===== src/rtl/ct_spsram_2048x59_arb_ctrl_if.sv =====
// ---------------------------------------------------------------------------
// ct_spsram_2048x59_arb_ctrl_if
//
// Bundle of every non-clock signal of the SRAM access controller.
//   Requester side : wr_req/wr_addr/wr_data/wr_bwen -> wr_gnt
//                    rd_req/rd_addr -> rd_gnt, rd_vld, rd_data
//                    clr_req -> init_done, busy
//   Macro side     : A, CEN, GWEN, WEN, D (to the macro), Q (from the macro)
//
// Modports:
//   slave  - the controller view (requests and Q in, grants and pins out)
//   master - the environment view (requesters plus the macro itself)
// ---------------------------------------------------------------------------
interface ct_spsram_2048x59_arb_ctrl_if #(
  parameter int unsigned ADDR_WIDTH = 11,
  parameter int unsigned DATA_WIDTH = 59
);
  // Write requester
  logic                  wr_req;
  logic [ADDR_WIDTH-1:0] wr_addr;
  logic [DATA_WIDTH-1:0] wr_data;
  logic [DATA_WIDTH-1:0] wr_bwen;
  logic                  wr_gnt;

  // Read requester
  logic                  rd_req;
  logic [ADDR_WIDTH-1:0] rd_addr;
  logic                  rd_gnt;
  logic                  rd_vld;
  logic [DATA_WIDTH-1:0] rd_data;

  // Clear / status
  logic                  clr_req;
  logic                  init_done;
  logic                  busy;

  // SRAM macro pins
  logic [ADDR_WIDTH-1:0] A;
  logic                  CEN;
  logic                  GWEN;
  logic [DATA_WIDTH-1:0] WEN;
  logic [DATA_WIDTH-1:0] D;
  logic [DATA_WIDTH-1:0] Q;

  modport slave (
    input  wr_req, wr_addr, wr_data, wr_bwen,
    input  rd_req, rd_addr,
    input  clr_req,
    input  Q,
    output wr_gnt, rd_gnt, rd_vld, rd_data,
    output init_done, busy,
    output A, CEN, GWEN, WEN, D
  );

  modport master (
    output wr_req, wr_addr, wr_data, wr_bwen,
    output rd_req, rd_addr,
    output clr_req,
    output Q,
    input  wr_gnt, rd_gnt, rd_vld, rd_data,
    input  init_done, busy,
    input  A, CEN, GWEN, WEN, D
  );
endinterface


===== src/rtl/ct_spsram_2048x59_arb_ctrl.sv =====
// ---------------------------------------------------------------------------
// ct_spsram_2048x59_arb_ctrl
//
// Access controller for one 2^ADDR_WIDTH x DATA_WIDTH single-port SRAM macro
// (active-low CEN, GWEN and per-bit WEN).
//   - INIT: sweeps every address to zero, one write per cycle, requests wait.
//   - RUN : shares the port between one write and one read requester.
//           Grants are combinational in the request cycle; rd_vld follows a
//           read grant by one cycle and rd_data is the macro Q.
//   - clr_req in RUN re-enters INIT on the next cycle.
//
// Ports:
//   CLK  - clock, also the SRAM clock
//   RST  - asynchronous, active-high reset
//   bus  - requester handshakes, status and SRAM pins (slave modport)
//
// Parameters:
//   INIT_EN - 1: zero sweep after reset, 0: start in RUN
//   RD_PRIO - 0: round-robin on conflict, 1: read always wins
// ---------------------------------------------------------------------------
module ct_spsram_2048x59_arb_ctrl #(
  parameter int unsigned ADDR_WIDTH = 11,
  parameter int unsigned DATA_WIDTH = 59,
  parameter bit          INIT_EN    = 1'b1,
  parameter bit          RD_PRIO    = 1'b0
) (
  input  logic                       CLK,
  input  logic                       RST,
  ct_spsram_2048x59_arb_ctrl_if.slave bus
);

  typedef enum logic {
    S_INIT,
    S_RUN
  } state_e;

  typedef enum logic {
    WIN_WR,
    WIN_RD
  } side_e;

  localparam state_e                RESET_STATE = INIT_EN ? S_INIT : S_RUN;
  localparam logic [ADDR_WIDTH-1:0] LAST_ADDR   = '1;

  state_e                state_q;
  logic [ADDR_WIDTH-1:0] init_cnt_q;
  side_e                 last_win_q;
  logic                  rd_vld_q;
  logic                  init_done_q;
  logic                  busy_q;

  logic in_run;
  logic conflict;
  logic wr_gnt;
  logic rd_gnt;

  // ------------------------------------------------------------------------
  // Arbitration
  // ------------------------------------------------------------------------
  assign in_run   = (state_q == S_RUN);
  assign conflict = in_run & bus.wr_req & bus.rd_req;

  // Read wins when alone, under read priority, or when write took the
  // previous conflict; write gets the port whenever read does not.
  assign rd_gnt = in_run & bus.rd_req
                & (~bus.wr_req | RD_PRIO | (last_win_q == WIN_WR));
  assign wr_gnt = in_run & bus.wr_req & ~rd_gnt;

  // ------------------------------------------------------------------------
  // State, sweep counter, round-robin memory and read-valid pipeline
  // ------------------------------------------------------------------------
  // NOTE: sequential state is updated with non-blocking assignments so every
  // flop in this block samples the values from before the clock edge.
  always_ff @(posedge CLK or posedge RST) begin
    if (RST) begin
      state_q     <= RESET_STATE;
      init_cnt_q  <= '0;
      last_win_q  <= WIN_WR;
      rd_vld_q    <= 1'b0;
      init_done_q <= !INIT_EN;
      busy_q      <= INIT_EN;
    end else begin
      rd_vld_q <= rd_gnt;

      if (state_q == S_INIT) begin
        // The counter is exactly ADDR_WIDTH bits, so it wraps back to zero
        // on the same edge that leaves INIT.
        init_cnt_q <= init_cnt_q + 1'b1;
        if (init_cnt_q == LAST_ADDR) begin
          state_q     <= S_RUN;
          init_done_q <= 1'b1;
          busy_q      <= 1'b0;
        end
      end else begin
        // Only contested cycles move the round-robin pointer.
        if (conflict && !RD_PRIO) begin
          last_win_q <= rd_gnt ? WIN_RD : WIN_WR;
        end
        if (bus.clr_req) begin
          state_q     <= S_INIT;
          init_done_q <= 1'b0;
          busy_q      <= 1'b1;
        end
      end
    end
  end

  // ------------------------------------------------------------------------
  // Macro pin drive
  // ------------------------------------------------------------------------
  // NOTE: every output of this block gets a default first, so no path through
  // the if/else chain can leave a value held and infer a latch.
  always_comb begin
    bus.CEN  = 1'b1;
    bus.GWEN = 1'b1;
    bus.WEN  = '1;
    bus.A    = '0;
    bus.D    = '0;
    if (!in_run) begin
      bus.CEN  = 1'b0;
      bus.GWEN = 1'b0;
      bus.WEN  = '0;
      bus.A    = init_cnt_q;
    end else if (wr_gnt) begin
      bus.CEN  = 1'b0;
      bus.GWEN = 1'b0;
      bus.WEN  = ~bus.wr_bwen;
      bus.A    = bus.wr_addr;
      bus.D    = bus.wr_data;
    end else if (rd_gnt) begin
      bus.CEN  = 1'b0;
      bus.A    = bus.rd_addr;
    end
  end

  // ------------------------------------------------------------------------
  // Requester-facing outputs
  // ------------------------------------------------------------------------
  assign bus.wr_gnt    = wr_gnt;
  assign bus.rd_gnt    = rd_gnt;
  assign bus.rd_vld    = rd_vld_q;
  assign bus.rd_data   = bus.Q;
  assign bus.init_done = init_done_q;
  assign bus.busy      = busy_q;

endmodule


===== src/flat_wrapper.sv =====
// flat-port wrapper written by rule: the top's interface ports become plain ports
module ct_spsram_2048x59_arb_ctrl_flat 
#(
  parameter int unsigned ADDR_WIDTH = 11,
  parameter int unsigned DATA_WIDTH = 59,
  parameter bit          INIT_EN    = 1'b1,
  parameter bit          RD_PRIO    = 1'b0
)
  (CLK, RST, bus_wr_req, bus_wr_addr, bus_wr_data, bus_wr_bwen, bus_rd_req, bus_rd_addr, bus_clr_req, bus_Q, bus_wr_gnt, bus_rd_gnt, bus_rd_vld, bus_rd_data, bus_init_done, bus_busy, bus_A, bus_CEN, bus_GWEN, bus_WEN, bus_D);
  ct_spsram_2048x59_arb_ctrl_if #(.ADDR_WIDTH(ADDR_WIDTH), .DATA_WIDTH(DATA_WIDTH)) bus_i ();
  input  logic CLK;
  input  logic RST;
  input wire logic [$bits(bus_i.wr_req)-1:0] bus_wr_req;
  input wire logic [$bits(bus_i.wr_addr)-1:0] bus_wr_addr;
  input wire logic [$bits(bus_i.wr_data)-1:0] bus_wr_data;
  input wire logic [$bits(bus_i.wr_bwen)-1:0] bus_wr_bwen;
  input wire logic [$bits(bus_i.rd_req)-1:0] bus_rd_req;
  input wire logic [$bits(bus_i.rd_addr)-1:0] bus_rd_addr;
  input wire logic [$bits(bus_i.clr_req)-1:0] bus_clr_req;
  input wire logic [$bits(bus_i.Q)-1:0] bus_Q;
  output wire logic [$bits(bus_i.wr_gnt)-1:0] bus_wr_gnt;
  output wire logic [$bits(bus_i.rd_gnt)-1:0] bus_rd_gnt;
  output wire logic [$bits(bus_i.rd_vld)-1:0] bus_rd_vld;
  output wire logic [$bits(bus_i.rd_data)-1:0] bus_rd_data;
  output wire logic [$bits(bus_i.init_done)-1:0] bus_init_done;
  output wire logic [$bits(bus_i.busy)-1:0] bus_busy;
  output wire logic [$bits(bus_i.A)-1:0] bus_A;
  output wire logic [$bits(bus_i.CEN)-1:0] bus_CEN;
  output wire logic [$bits(bus_i.GWEN)-1:0] bus_GWEN;
  output wire logic [$bits(bus_i.WEN)-1:0] bus_WEN;
  output wire logic [$bits(bus_i.D)-1:0] bus_D;
  assign bus_i.wr_req = bus_wr_req;
  assign bus_i.wr_addr = bus_wr_addr;
  assign bus_i.wr_data = bus_wr_data;
  assign bus_i.wr_bwen = bus_wr_bwen;
  assign bus_i.rd_req = bus_rd_req;
  assign bus_i.rd_addr = bus_rd_addr;
  assign bus_i.clr_req = bus_clr_req;
  assign bus_i.Q = bus_Q;
  assign bus_wr_gnt = bus_i.wr_gnt;
  assign bus_rd_gnt = bus_i.rd_gnt;
  assign bus_rd_vld = bus_i.rd_vld;
  assign bus_rd_data = bus_i.rd_data;
  assign bus_init_done = bus_i.init_done;
  assign bus_busy = bus_i.busy;
  assign bus_A = bus_i.A;
  assign bus_CEN = bus_i.CEN;
  assign bus_GWEN = bus_i.GWEN;
  assign bus_WEN = bus_i.WEN;
  assign bus_D = bus_i.D;
  ct_spsram_2048x59_arb_ctrl #(.ADDR_WIDTH(ADDR_WIDTH), .DATA_WIDTH(DATA_WIDTH), .INIT_EN(INIT_EN), .RD_PRIO(RD_PRIO)) u_core (.CLK(CLK), .RST(RST), .bus(bus_i));
endmodule

===== config.mk =====
export PLATFORM = sky130hd
export DESIGN_NAME = ct_spsram_2048x59_arb_ctrl_flat
export DESIGN_NICKNAME = d
export VERILOG_FILES = /design/src/rtl/ct_spsram_2048x59_arb_ctrl_if.sv /design/src/rtl/ct_spsram_2048x59_arb_ctrl.sv /design/src/flat_wrapper.sv
export SDC_FILE = /design/constraint.sdc
export NUM_CORES = 1
export LEC_CHECK = 0
export BUFFER_PORTS_ARGS = -buffer_cell sky130_fd_sc_hd__buf_2
export CELL_PAD_IN_SITES_DETAIL_PLACEMENT = 1
export CELL_PAD_IN_SITES_GLOBAL_PLACEMENT = 1
export CORE_AREA = 4 4 151 153
export CTS_BUF_LIST = sky130_fd_sc_hd__clkbuf_8
export CTS_CLUSTER_DIAMETER = 60
export CTS_CLUSTER_SIZE = 10
export DETAILED_ROUTE_END_ITERATION = 6
export DIE_AREA = 0 0 155 157
export PLACE_DENSITY = 0.65
export SLEW_MARGIN = 20
export SYNTH_ARGS = -nofsm -noshare
export SYNTH_HDL_FRONTEND = slang
export SYNTH_SLANG_ARGS = --single-unit

===== constraint.sdc =====
create_clock -name CLK -period 1.7 [get_ports CLK]
set_clock_uncertainty 0.1 [all_clocks]
set_input_delay 0.255 -clock CLK [delete_from_list [all_inputs] [get_ports CLK]]
set_output_delay 0.255 -clock CLK [all_outputs]
set_load 0.01 [all_outputs]

==> metrics.yaml <==
floorplan:
  coreArea_um2: 21600
  dieArea_um2: 24300
  io_pins: 399
  die_width_um: 155
  rows: 54
  start_util: 0.103
  die_h_um: 157
clock_tree:
  cts-htree-levels: 1
  clkSlewWorstSetupHoldPaths_ps: 70
  cts.sink_count: 16
  cts_tree: "done"
  cts_buffers: 3
  max-clock-path-buffers: 2
  cts-root-buf: "clkbuf_8"
  clock_latency_ps: 250
synth:
  synth_nets: 509
  yosysWarnings: 0
  syn_inst: 304
  avgSynthCellArea_um2: 7.33
  synth_edf_count: 0
  ys_types: 38
  syn-cell-area_um2: 2230
  async_flop_share: 1.00
  synthTopCellsByCount: "buf_4 (60), and2_1 (59), o21ai_0 (54), dfrtp_1 (15), clkbuf_1 (13)"
  synth.most_common_cell: "buf_4"
  synth_top_area_cell: "buf_4"
  synth_flop_cell: "dfrtp_1"
  ys_top_cells_by_area: "buf_4 (20%), dfrtp_1 (17%), and2_1 (17%), o21ai_0 (12%), o2111ai_1 (3.1%)"
  ys_seq_area_frac: 0.180
  synth_top_area_share: 0.202
  synth-seq-cells: 16
sta:
  period_needed_ps: 1930
  worst_slack_ps: -229
  period_share: 1.13
  setup_viol: 132
  relSlewSlack: 0.819
  finalMaxSlewViolations: 0
  fmax_mhz: 518
  rsz0062_at_grt: "yes"
  hold_violations: 0
  holdWs_ps: 98.1
  worst_slew_pin_slew_ps: 271
worst_hold_path:
  hold_path_class: "in2reg"
worst_setup_path:
  cp.arrival_ps: 1570
  reg2reg_slack_ps: 120
  r2r-start: "u_core.in_run$_DFF_PP0_"
  crit_fanout: 7
  r2r-end: "u_core.bus.init_done$_DFFE_PP0P_"
  startpoint: "u_core.last_win_q$_DFFE_PP0P_"
  crit_end: "bus_D[50]"
  r2r_cells: 6
  critPathKind: "reg2out"
  cp-start-kind: "flip-flop"
  cp.required_ps: 1340
  endpoint_kind: "output pin"
drt:
  viasPerCell: 3.97
  drt_iter0_drc: 62
  ant_nets: 0
  post_drt_wl_per_cell_um: 20.3
  wirelength_um: 16800
  firstDrtPassIters: 4
  vias: 3294
  drc: 0
placed_design:
  dpl.hpwl_um: 12400
  place_congestion: 0.752
  io_buffer_count: 280
  placed_cells: 795
run_status:
  violations: "negative setup slack"
  status: "finished, violations left"
global_route:
  busiest_layer: "met2"
  grt_pass1_wl_um: 21700
  globalRouteMet3Util: 0.0412
  antenna_found_initial: 6
  globalRouteOverflowTotal: 0
  track_usage: 0.117
  grt_max_degree: 32
  grt_pass1_vias: 3408
  met2_usage: 0.211
  use_met1: 0.129
finish:
  finalNetCount: 753
  areaGrowthSynthToFinish_pct: 118
  fillers: 2614
  final_cells: 829
  drive_gt1_frac: 0.792
power_and_ir_drop:
  ir_drop_uv: 289
  power.net_switching_w: 0.000254
  p_seq_frac: 0.411
  power.total_w: 0.000925
  p_per_area_nw_per_um2: 191
  cellLeakagePower_nw: 2.59
  p_int_w: 0.000672
  switching_share: 0.274
  clock_power_share: 0.322
  p_comb_frac: 0.267
flow_run:
  max-cap-violations: 0
==> cell families (layout without fill, tap and decap cells) <==
group	count (synthesis)	in the layout	share of synthesized area
DFF	16	16	0.180
buffers and inverters	93	336	0.263
muxes	1	1	0.00505
xor gates and xnor gates	11	11	0.0432
AOI/OAI and AO/OA	91	91	0.246
other	0	2	0
adders and majority gates	1	1	0.00561
and+or+nand+nor	91	91	0.256
==> timing repair <==
item                                    in CTS  in global routing
hold endpoints to repair                    15                  0
pin swaps                                   10                 30
hold buffers                                 1                  0
gates resized for setup                    100                133
endpoints found under the setup margin     133                136
setup buffers                                8                  8
cloned                                       7                  8
==> area by class of cell <==
cell class / count / area [um2] / area share
diodes: 2 / 5.00 / 0.00103
flip-flops and latches: 16 / 402 / 0.0828
repair buffers: 323 / 2390 / 0.493
inverters: 9 / 42.5 / 0.00877
clock buffers: 3 / 41.3 / 0.00851
well taps: 280 / 350 / 0.0722
clock inverters: 1 / 3.75 / 0.000774
multi-input cells: 195 / 1620 / 0.333
==> metrics by stage <==
step                      setup WS (ps)  area (um2)  utilization  setup TNS, ps
after floorplan                     133        2230            -              0
after global placement            -26.3        3610        0.167          -62.7
after detailed placement          -25.9        3610        0.167          -70.4
after CTS                          -233        4130        0.192         -20060
after global routing               -321        4850        0.225         -32920
final                              -229        4850        0.225         -22210
==> routing by layer <==
layer / routed length [um] / vias up
met4: 450 / 8
li1: - / 1486
met1: 5940 / 1552
met5: 42 / -
met2: 8710 / 210
met3: 1710 / 38
==> critical path: stages, from the launching register on <==
cell	delay (ps)
dfrtp_1	400
nor2b_4	70
nor3_4	240
buf_6	200
clkbuf_16	170
and2_4	140
buf_6	90
==> power by group through the flow <==
stage          sequential (W)  combinational, W  clock, W
2_1_floorplan        0.000388          0.000168         0
3_3_place_gp         0.000388          0.000217         0
3_5_place_dp         0.000388          0.000219         0
4_1_cts              0.000380          0.000236  0.000317
5_1_grt              0.000380          0.000270  0.000334
6_report             0.000381          0.000247  0.000298
==> sequential cells by signal, summed over array words and instances, names as in the netlist <==
signal                cells
u_core.bus.busy           1
u_core.init_cnt_q        11
u_core.bus.rd_vld         1
u_core.in_run             1
u_core.bus.init_done      1
u_core.last_win_q         1
==> cell usage in the layout (no fill, tap or decap), types with 10 or more instances in the layout <==
cell and n:
and2_4 31, buf_4 16, nor2_1 10, and2_1 28
buf_2 237, buf_6 46, dfrtp_1 15, o21ai_2 51
==> how the worst min path moves through the flow <==
| stage | startpoint | to | cells past startpoint |
|---|---|---|---|
| 2_1_floorplan | RST | u_core.bus.init_done$_DFFE_PP0P_ | 1 |
| 3_3_place_gp | RST | u_core.bus.rd_vld$_DFF_PP0_ | 3 |
| 3_5_place_dp | RST | u_core.bus.rd_vld$_DFF_PP0_ | 3 |
| 4_1_cts | bus_clr_req | u_core.bus.init_done$_DFFE_PP0P_ | 2 |
| 5_1_grt | bus_clr_req | u_core.bus.init_done$_DFFE_PP0P_ | 2 |
| 6_report | bus_clr_req | u_core.bus.init_done$_DFFE_PP0P_ | 2 |
Note: power is estimated with default switching activity, not from simulation.
